--- src/rtl/sdrd_pkg.sv ---
// Shared definitions for the SDRAM read sequencer: FSM encoding and fixed widths.
package sdrd_pkg;

    typedef enum logic [1:0] {
        ST_IDLE        = 2'd0,
        ST_REQ         = 2'd1,
        ST_DATA        = 2'd2,
        ST_ABORT_DRAIN = 2'd3
    } sdrd_state_e;

    localparam int SD_LEN_W = 5;
    localparam int DATA_W   = 16;

endpackage

--- src/rtl/sdrd_fifo.sv ---
// Synchronous FIFO with flush; head word is read straight from the storage flops.
module sdrd_fifo #(
    parameter  int DEPTH = 16,
    parameter  int WIDTH = 16,
    localparam int PTR_W = $clog2(DEPTH),
    localparam int LVL_W = PTR_W + 1
) (
    input  logic             clk,
    input  logic             rst_n,
    input  logic             flush_i,
    input  logic             push_i,
    input  logic [WIDTH-1:0] wdata_i,
    input  logic             pop_i,
    output logic [WIDTH-1:0] rdata_o,
    output logic [LVL_W-1:0] level_o,
    output logic             empty_o,
    output logic             full_o
);

    logic [DEPTH-1:0][WIDTH-1:0] mem_q;
    logic [PTR_W-1:0]            wr_q, rd_q;
    logic [LVL_W-1:0]            lvl_q;
    logic                        do_push, do_pop;

    assign empty_o = (lvl_q == '0);
    assign full_o  = (lvl_q == LVL_W'(DEPTH));
    assign do_push = push_i && !full_o;
    assign do_pop  = pop_i && !empty_o;

    always_ff @(posedge clk or negedge rst_n) begin
        if (!rst_n) begin
            mem_q <= '0;
            wr_q  <= '0;
            rd_q  <= '0;
            lvl_q <= '0;
        end else if (flush_i) begin
            wr_q  <= '0;
            rd_q  <= '0;
            lvl_q <= '0;
        end else begin
            if (do_push) begin
                mem_q[wr_q] <= wdata_i;
                wr_q        <= wr_q + PTR_W'(1);
            end
            if (do_pop) begin
                rd_q <= rd_q + PTR_W'(1);
            end
            lvl_q <= lvl_q + LVL_W'(do_push) - LVL_W'(do_pop);
        end
    end

    assign rdata_o = mem_q[rd_q];
    assign level_o = lvl_q;

endmodule

--- src/rtl/sd_read_sequencer.sv ---
// Splits a host readout into SDRAM burst reads and buffers returned words in a FIFO.
// Optional SDRD_RING_WRAP_EN: addresses wrap inside [RING_BASE, RING_BASE+RING_WORDS).
module sd_read_sequencer
    import sdrd_pkg::*;
#(
    parameter int                ADDR_W     = 24,
    parameter int                LEN_W      = 10,
    parameter int                BURST      = 8,
    parameter int                FIFO_DEPTH = 16,
    parameter logic [ADDR_W-1:0] RING_BASE  = '0,
    parameter logic [ADDR_W-1:0] RING_WORDS = 24'h800000
) (
    input  logic                clk,
    input  logic                cs_res,
    input  logic                start,
    input  logic [ADDR_W-1:0]   start_addr,
    input  logic [LEN_W-1:0]    start_len,
    input  logic                abort,
    output logic                busy,
    output logic                done,
    output logic [ADDR_W-1:0]   sd_addr,
    output logic [SD_LEN_W-1:0] sd_len,
    output logic                sd_rd_req,
    input  logic                sd_rd_ack,
    input  logic                sd_rd_valid,
    input  logic [DATA_W-1:0]   sd_rd_data,
    input  logic                host_rd,
    output logic [DATA_W-1:0]   host_data,
    output logic                host_empty,
    output logic [SD_LEN_W-1:0] fifo_level
);

    localparam int CW    = ADDR_W + 1;
    localparam int LVL_W = $clog2(FIFO_DEPTH) + 1;
    localparam int LW1   = LVL_W + 1;
`ifdef SDRD_RING_WRAP_EN
    localparam bit RING_EN = 1'b1;
`else
    localparam bit RING_EN = 1'b0;
`endif
    // Linear mode is the degenerate ring [0, 2^ADDR_W), so one datapath serves both.
    localparam logic [CW-1:0]     WRAP_END  = RING_EN ? ({1'b0, RING_BASE} + {1'b0, RING_WORDS})
                                                      : {1'b1, {ADDR_W{1'b0}}};
    localparam logic [ADDR_W-1:0] WRAP_BASE = RING_EN ? RING_BASE : '0;

    sdrd_state_e           state_q, state_d;
    logic [ADDR_W-1:0]     addr_q, addr_d;
    logic [LEN_W-1:0]      rem_q, rem_d;
    logic [SD_LEN_W-1:0]   beat_q, beat_d;
    logic                  done_q, done_d;

    logic [CW-1:0]         left, cand, next_sum;
    logic [ADDR_W-1:0]     next_addr, addr_start;
    logic [LEN_W-1:0]      rem_left;
    logic [SD_LEN_W-1:0]   blen;
    logic                  req_ok, last_beat;
    logic                  fifo_push, fifo_flush, fifo_full, fifo_empty;
    logic [LVL_W-1:0]      lvl;

    sdrd_fifo #(
        .DEPTH (FIFO_DEPTH),
        .WIDTH (DATA_W)
    ) u_fifo (
        .clk     (clk),
        .rst_n   (cs_res),
        .flush_i (fifo_flush),
        .push_i  (fifo_push),
        .wdata_i (sd_rd_data),
        .pop_i   (host_rd),
        .rdata_o (host_data),
        .level_o (lvl),
        .empty_o (fifo_empty),
        .full_o  (fifo_full)
    );

    // Burst sizing, address advance and credit check; addr_q/rem_q hold still
    // from REQ through the end of the burst, so blen is stable over that span.
    always_comb begin
        left = WRAP_END - {1'b0, addr_q};
        cand = CW'(BURST);
        if (CW'(rem_q) < cand) cand = CW'(rem_q);
        if (left < cand)       cand = left;
        blen      = SD_LEN_W'(cand);
        next_sum  = {1'b0, addr_q} + CW'(blen);
        next_addr = (next_sum == WRAP_END) ? WRAP_BASE : next_sum[ADDR_W-1:0];
        rem_left  = rem_q - LEN_W'(blen);
        req_ok    = (state_q == ST_REQ) && !fifo_full &&
                    (({1'b0, lvl} + LW1'(blen)) <= LW1'(FIFO_DEPTH));
        last_beat = sd_rd_valid && (beat_q == blen - SD_LEN_W'(1));
        addr_start = start_addr;
        if (RING_EN && ((start_addr < RING_BASE) || ({1'b0, start_addr} >= WRAP_END)))
            addr_start = RING_BASE;
    end

    always_ff @(posedge clk or negedge cs_res) begin
        if (!cs_res) begin
            state_q <= ST_IDLE;
            addr_q  <= '0;
            rem_q   <= '0;
            beat_q  <= '0;
            done_q  <= 1'b0;
        end else begin
            state_q <= state_d;
            addr_q  <= addr_d;
            rem_q   <= rem_d;
            beat_q  <= beat_d;
            done_q  <= done_d;
        end
    end

    always_comb begin
        state_d    = state_q;
        addr_d     = addr_q;
        rem_d      = rem_q;
        beat_d     = beat_q;
        done_d     = 1'b0;
        fifo_push  = 1'b0;
        fifo_flush = 1'b0;
        case (state_q)
            ST_IDLE: begin
                if (start) begin
                    if (start_len != '0) begin
                        addr_d     = addr_start;
                        rem_d      = start_len;
                        fifo_flush = 1'b1;
                        state_d    = ST_REQ;
                    end else begin
                        done_d = 1'b1;
                    end
                end
            end
            ST_REQ: begin
                if (req_ok && sd_rd_ack) begin
                    beat_d  = '0;
                    state_d = ST_DATA;
                end else if (abort) begin
                    done_d     = 1'b1;
                    fifo_flush = 1'b1;
                    state_d    = ST_IDLE;
                end
            end
            ST_DATA: begin
                if (sd_rd_valid) beat_d = beat_q + SD_LEN_W'(1);
                if (abort) begin
                    if (last_beat) begin
                        done_d     = 1'b1;
                        fifo_flush = 1'b1;
                        state_d    = ST_IDLE;
                    end else begin
                        state_d = ST_ABORT_DRAIN;
                    end
                end else begin
                    fifo_push = sd_rd_valid;
                    if (last_beat) begin
                        addr_d = next_addr;
                        rem_d  = rem_left;
                        if (rem_left == '0) begin
                            done_d  = 1'b1;
                            state_d = ST_IDLE;
                        end else begin
                            state_d = ST_REQ;
                        end
                    end
                end
            end
            ST_ABORT_DRAIN: begin
                if (sd_rd_valid) beat_d = beat_q + SD_LEN_W'(1);
                if (last_beat) begin
                    done_d     = 1'b1;
                    fifo_flush = 1'b1;
                    state_d    = ST_IDLE;
                end
            end
            default: state_d = ST_IDLE;
        endcase
    end

    always_comb begin
        busy       = (state_q != ST_IDLE);
        done       = done_q;
        sd_addr    = addr_q;
        sd_len     = (state_q == ST_IDLE) ? '0 : blen;
        sd_rd_req  = req_ok;
        host_empty = fifo_empty;
        fifo_level = SD_LEN_W'(lvl);
    end

endmodule

--- config.mk ---
export PLATFORM = sky130hd
export DESIGN_NAME = sd_read_sequencer
export DESIGN_NICKNAME = d
export VERILOG_FILES = /design/src/rtl/sdrd_pkg.sv /design/src/rtl/sdrd_fifo.sv /design/src/rtl/sd_read_sequencer.sv
export SDC_FILE = /design/constraint.sdc
export NUM_CORES = 1
export LEC_CHECK = 0
export ABC_AREA = 1
export BUFFER_PORTS_ARGS = -buffer_cell sky130_fd_sc_hd__buf_2
export CAP_MARGIN = 20
export CORE_ASPECT_RATIO = 1.75
export CORE_MARGIN = 2
export CORE_UTILIZATION = 30
export DETAILED_ROUTE_END_ITERATION = 8
export PLACE_DENSITY_LB_ADDON = 0.05
export SLEW_MARGIN = 10
export SYNTH_ARGS = -nofsm -noshare
export SYNTH_HDL_FRONTEND = slang
export SYNTH_SLANG_ARGS = --single-unit
--- constraint.sdc ---
create_clock -name clk -period 8.6 [get_ports clk]
set_input_delay 0.43 -clock clk [delete_from_list [all_inputs] [get_ports clk]]
set_output_delay 0.43 -clock clk [all_outputs]
set_load 0.01 [all_outputs]
==> metrics, run 1 <==
CTS tree yes; critical path data arrival time 5.10 ns; clock latency on the worst-skew pair 0.55 ns; post-detail-place hpwl 38.91 mm; Max clock buf depth 3; leakage power 8.989 nW; top-area cell type share of the netlist area 44.86%; internal power 3.408 mW; max-slew violation count 0; FP Rows 116; Die Width 185.8 microns; fin cells 3088; Netlist cell types 46; DRT antenna net count 0; Post-Route WL 60.39 mm; status finished with violations; maxcap violations 0; DR vias 15333; Crit Path Max Fanout 6; hold buffers post-CTS 0; violated checks hold timing; drt drc 0; clock root cell clkbuf_16; CTS sink cnt 311; Hold WS -0.03997 ns; DIE HEIGHT 322.1 microns; Synth Warn # 0; Via density 4.965; Post-synth EDFFs 0; Setup Buffers After CTS 0; Routed WL per cell 19.56 microns; highest clock rate 180.8 MHz; core region area 0.05718 sq mm; sequential area share after synthesis 44.86%; CP endpoint kind primary output; Clock Pin Slew Worst Setup and Hold Paths 0.06 ns; Critical Path RT 8.17 ns; PnR worst setup slack 3.069 ns; Hold Path Class input port to async pin; power density over the cells 301.6 mW/mm^2; Port Buffer Count 110; net switching power 2.570 mW; Async SR Flop Fraction 100.0%; Main synth FF type dfrtp_1; pin count of the biggest net entering global routing 138; diode count 0; top cells by area, synth dfrtp_1 45%, nand2_1 12%, o21ai_0 10%; share of layout cells above drive strength 1 11.12%; first-pass GRT wire length 92.36 mm; Syn Inst Count 2242; syn avg cell area 7.738 sq um; Placed Area 0.01860 sq mm; most frequent cells in the layout 539 x nand2_1, 354 x o21ai_0, 308 x dfrtp_1; io pins 111; H-tree depth 2; die area 0.05984 sq mm; Comb power frac 40.8%; synth-to-layout area growth 14.25%; nets@finish 2387; unrepaired setup endpoints after global routing false; initial core utilization 30.34%; most common cell after layout, fill and taps aside nand2_1; setup TNS 0 ns; routability cong. 0.9092; Setup Viol. Count Final 0; post-route cell area 0.01982 sq mm; DR iter-0 viols 958; Net Sw Frac 42.99%; vias in the first global route 15092; maximum vdd drop 0.1290 mV; CTS Buf Count 36; Reg power frac 32.3%; worst slack, placed 3.254 ns; DR pass1 iterations 5; worst-case reg-to-reg path depth 29; actual slew at the worst max-slew pin 0.9127 ns; grt ovf 0; Final Hold Fails 25; Setup CP Type flop to primary output; placed instance count 3024; post-cts sizing count 0; final worst-path cycle share 64.31%; initial antenna violation count 0; Slew headroom 39.15%; Tmin final 5.531 ns; Seq cells post-synth 311; Synth area leader dfrtp_1; post-synthesis instance area 0.01735 sq mm; clock share of power 27.0%; CP Launch Type flop; Total GRT Usage 20.35%; clock skew 0.01318 ns; fillcell total 6228
==> flip-flops by register name, summed over array words and instances (netlist names) <==
signal,cells
beat_q,5
u_fifo.mem_q,256
state_q,2
u_fifo.wr_q,4
sd_addr,24
u_fifo.level_o,5
rem_q,10
u_fifo.rd_q,4
done,1
==> metal layers <==
metal	vias up	track usage (%)	part of all wire, %
li1	7543	-	-
met1	7356	24.31	41
met2	342	37.31	52
met3	92	2.160	3.5
met4	0	7.139	3.5
met5	-	0	0
==> synth_stat cells, drive strengths merged (15+ instances only) <==
| master | count |
|---|---|
| o21ai | 363 |
| ha | 32 |
| nand4 | 30 |
| mux2i | 64 |
| nand2 | 553 |
| clkbuf | 113 |
| nor3 | 15 |
| inv | 217 |
| nor2 | 149 |
| a21oi | 106 |
| xor2 | 15 |
| o211ai | 69 |
| dfrtp | 311 |
| nand3 | 137 |
| a22oi | 23 |
| buf | 15 |
==> worst max-delay path: stages, from the launching register on <==
cell,delay (ns)
dfrtp_1,0.44
inv_1,0.17
ha_1,0.35
nand2_1,0.08
o21ai_0,0.49
inv_1,0.21
ha_1,0.33
inv_1,0.04
nor2_1,0.09
nand2_1,0.06
nand2_1,0.05
nand2_1,0.04
nand2_1,0.10
nand2_1,0.16
nand3_2,0.14
nand2_1,0.07
nand2_2,0.17
ha_1,0.21
inv_1,0.06
fa_1,0.47
inv_1,0.04
nor4_1,0.31
nand3_1,0.12
nand2_1,0.11
nand2_1,0.08
inv_1,0.05
buf_2,0.12
==> layout make-up <==
cell class / count / area, sq um / area share [%]
clock buffers: 53 / 1035 / 5.221
repair buffers: 139 / 803.3 / 4.053
multi-input cells: 1590 / 8245 / 41.60
well taps: 767 / 959.7 / 4.842
flip-flops and latches: 311 / 7789 / 39.30
clock inverters: 10 / 168.9 / 0.8522
inverters: 218 / 819.5 / 4.135
==> power groups by stage <==
stage               Combinational (mW)  Clock (mW)  Sequential, mW
floorplan                         1.70           0            1.84
global placement                  2.46           0            1.95
detailed placement                2.46           0            1.95
CTS                               2.47        1.68            1.93
global route                      2.75        1.73            1.96
finish                            2.44        1.61            1.93
==> through the flow <==
step / power [mW] / utilization (%)
3_5_place_dp: 4.414 / 32.52
3_3_place_gp: 4.415 / 32.52
4_1_cts: 6.078 / 34.63
5_1_grt: 6.436 / 34.66
6_report: 5.978 / 34.66
2_1_floorplan: 3.537 / -
==> final timing paths <==
path                            slack (ns)          endpoint             from
min in group clk                      0.16          rem_q[2]     start_len[2]
max in group asynchronous             7.09    u_fifo.rd_q[0]           cs_res
worst max register to register        3.36    u_fifo.wr_q[0]       sd_addr[1]
worst min register to register        0.48   u_fifo.mem_q[9]  u_fifo.mem_q[9]
worst min-delay path                 -0.04  u_fifo.mem_q[54]           cs_res
worst max-delay path                  3.07         sd_rd_req       sd_addr[1]
==> kinds of logic (layout without fill, tap and decap cells) <==
logic type / count (synthesis) / after routing / synth area share, %
AND/OR/NAND/NOR: 898 / 898 / 22.02
AO/OA/AOI/OAI: 570 / 570 / 18.23
buffers and inverters: 346 / 420 / 7.732
flip-flops: 311 / 311 / 44.86
multiplexers: 64 / 64 / 3.693
adder cells (fa/ha/maj): 34 / 34 / 2.539
XOR/XNOR: 18 / 18 / 0.9088
other: 1 / 6 / 0.02162
Note: power is estimated with default switching activity, not from simulation.
==> inputs of run 2 (changes only) <==
==> constraint.sdc (replaced) <==
create_clock -name clk -period 5.55 [get_ports clk]
set_input_delay 0.2775 -clock clk [delete_from_list [all_inputs] [get_ports clk]]
set_output_delay 0.2775 -clock clk [all_outputs]
set_load 0.01 [all_outputs]
==> metrics, run 2 (same netlist as run 1, synthesis figures left out) <==
clock root cell clkbuf_16 (unchanged); Setup CP Type flop to primary output (unchanged); setup TNS 0 ns (unchanged); Port Buffer Count 110 (unchanged); CP top delay family simple AND/OR/NAND/NOR gates (unchanged); CP Launch Type flop (unchanged); Die Width 185.8 microns (unchanged); maxcap violations 0 (unchanged); clock latency on the worst-skew pair 0.56 ns (was 0.55 ns); Final Hold Fails 0 (was 25); maximum vdd drop 0.2485 mV (was 0.1290 mV); DIE HEIGHT 322.1 microns (unchanged); Hold Path Class input port to flop (was input port to async pin); die area 0.05984 sq mm (unchanged); Critical Path RT 5.27 ns (was 8.17 ns); DR iter-0 viols 974 (was 958); power density over the cells 463.6 mW/mm^2 (was 301.6 mW/mm^2); max-slew violation count 0 (unchanged); Clock Pin Slew Worst Setup and Hold Paths 0.06 ns (about the same); Total GRT Usage 20.25% (was 20.35%); H-tree depth 2 (unchanged); Setup Buffers After CTS 0 (unchanged); post-detail-place hpwl 39.34 mm (was 38.91 mm); DR pass1 iterations 5 (unchanged); Reg with most FFs u_fifo.mem_q (unchanged); Post-Route WL 60.30 mm (was 60.39 mm); actual slew at the worst max-slew pin 1.129 ns (was 0.9127 ns); area of the multi-input gates 0.008270 sq mm (was 0.008245 sq mm); clock skew 0.02505 ns (was 0.01318 ns); Most common cell on crit path inv_1 (was nand2_1); CP Depth 24 (was 26); FP Rows 116 (unchanged); nets@finish 2389 (was 2387); first-pass GRT wire length 92.29 mm (was 92.36 mm); DRT antenna net count 0 (unchanged); fillcell total 6190 (was 6228); Via density 4.962 (was 4.965); vias in the first global route 15284 (was 15092); synth-to-layout area growth 14.50% (was 14.25%); routability cong. 0.9028 (was 0.9092); Max stage delay cell, worst path fa_1 (was o21ai_0); CP endpoint kind primary output (unchanged); Crit Path Max Fanout 6 (unchanged); critical path buffer and inverter count 6 (was 7); most frequent cells in the layout 538 x nand2_1, 354 x o21ai_0, 308 x dfrtp_1 (was 539 x nand2_1, 354 x o21ai_0, 308 x dfrtp_1); core region area 0.05718 sq mm (unchanged); delay of the slowest cell on the worst path 0.47 ns (was 0.49 ns); diode count 0 (unchanged); initial antenna violation count 0 (unchanged); status completed (was finished with violations); max reg flops 256 (unchanged); CP Cell Sequence inv_1 -> ha_2 -> nand2_2 -> nor2_2 -> xor2_1 -> inv_1 -> ha_1 -> a21oi_1 -> nor2_1 -> a211oi_1 -> nand2_1 -> nand2_2 -> nand4_1 -> nand2_2 -> ha_1 -> inv_1 -> fa_1 -> inv_1 -> nor4_1 -> nand3_1 -> nand2_1 -> nand2_1 -> inv_1 -> buf_2; sequential cell area 0.007789 sq mm (unchanged); DR vias 15334 (was 15333); Slew headroom 24.67% (was 39.15%); final worst-path cycle share 92.93%; drt drc 0 (unchanged); initial core utilization 30.34% (unchanged); worst-case reg-to-reg path depth 26 (was 29); CTS sink cnt 311 (unchanged); fin cells 3090 (was 3088); share of layout cells above drive strength 1 11.28% (was 11.12%); Hold Path Depth 3; unrepaired setup endpoints after global routing false (unchanged); leakage power 9.002 nW (was 8.989 nW); grt ovf 0 (unchanged); r2r setup slk 0.65 ns (was 3.36 ns); most common cell after layout, fill and taps aside nand2_1 (unchanged); Setup Viol. Count Final 0 (unchanged); placed instance count 3025 (was 3024); CTS Buf Count 35 (was 36); Max clock buf depth 3 (unchanged); io pins 111 (unchanged); Routed WL per cell 19.51 microns (was 19.56 microns); highest clock rate 193.9 MHz; Tmin final 5.158 ns; critical path data arrival time 4.88 ns (was 5.10 ns); pin count of the biggest net entering global routing 116 (was 138); CTS tree yes (unchanged)
==> run 2: cell types whose count changed in the layout (fill, tap and decap cells not counted), moves of 2 or more <==
cell           before  now
bufinv_16           4    2
clkinv_2            4    6
dlygate4sd3_1       0    3
nor2_4              2    4
==> run 2: worst register-to-register path: stages, from the launching register on <==
cell	delay, ns
dfrtp_1	0.43
inv_1	0.16
ha_2	0.29
nand2_2	0.16
nor2_2	0.23
xor2_1	0.18
inv_1	0.06
ha_1	0.19
a21oi_1	0.12
nor2_1	0.05
a211oi_1	0.22
nand2_1	0.16
nand2_2	0.14
nand4_1	0.13
nand2_2	0.21
ha_1	0.21
inv_1	0.05
fa_1	0.47
inv_1	0.04
nor4_1	0.30
nand3_1	0.12
nand2_1	0.14
nand3_2	0.16
nand2_2	0.15
nand3_1	0.13
o21ai_1	0.13
nor3b_1	0.18
==> run 2: power by group <==
part / leakage [nW] / switching [mW] / internal, mW / total, mW
clock: 0.581 / 1.04 / 1.41 / 2.44
combinational: 4.20 / 2.49 / 1.28 / 3.76
sequential: 4.22 / 0.468 / 2.54 / 3.00
total: 9.00 / 3.99 / 5.22 / 9.21
==> run 2: worst paths after layout <==
kind,startpoint,endpoint
max in group asynchronous,cs_res,u_fifo.rd_q[0]
worst min register to register,u_fifo.mem_q[89],u_fifo.mem_q[89]
min in group asynchronous,cs_res,u_fifo.mem_q[70]
worst max-delay path,sd_addr[0],sd_rd_req
worst max register to register,sd_addr[0],beat_q[4]
worst min-delay path,start_addr[10],sd_addr[10]
==> run 2: final cells by class <==
type	instances	area share [%]
clock buffers	53	5.259
multi-input cells	1590	41.64
inverters	218	4.126
repair buffers	142	4.258
clock inverters	9	0.6803
flip-flops and latches	311	39.21
well taps	767	4.831
==> run 2: stage by stage <==
step | cell area, sq um | hold slack, ns | power (mW) | utilization [%] | setup slack [ns]
after detailed placement | 18630 | 0.3432 | 6.848 | 32.58 | 0.4899
after floorplan | 17370 | -0.01809 | 5.481 | - | 1.280
after CTS | 19840 | 0.005319 | 9.353 | 34.69 | 0.1958
after global placement | 18630 | 0.3371 | 6.846 | 32.58 | 0.5489
after global routing | 19860 | 0.02456 | 9.911 | 34.74 | 0.008698
final | 19860 | 0.03117 | 9.209 | 34.74 | 0.3924
==> run 2: timing repair <==
item / 4_1_cts / 5_1_grt
endpoints found under the setup margin: 0 / 15
hold buffers: 3 / 0
gates resized for setup: 0 / 6
endpoints found under the hold margin: 79 / 0
==> run 2: per-layer routing <==
metal  GRT usage [%]  part of all wire [%]
met1           24.30                    42
met2           37.71                    52
met3           2.001                   3.3
met4           5.844                   2.6
met5               0                     0
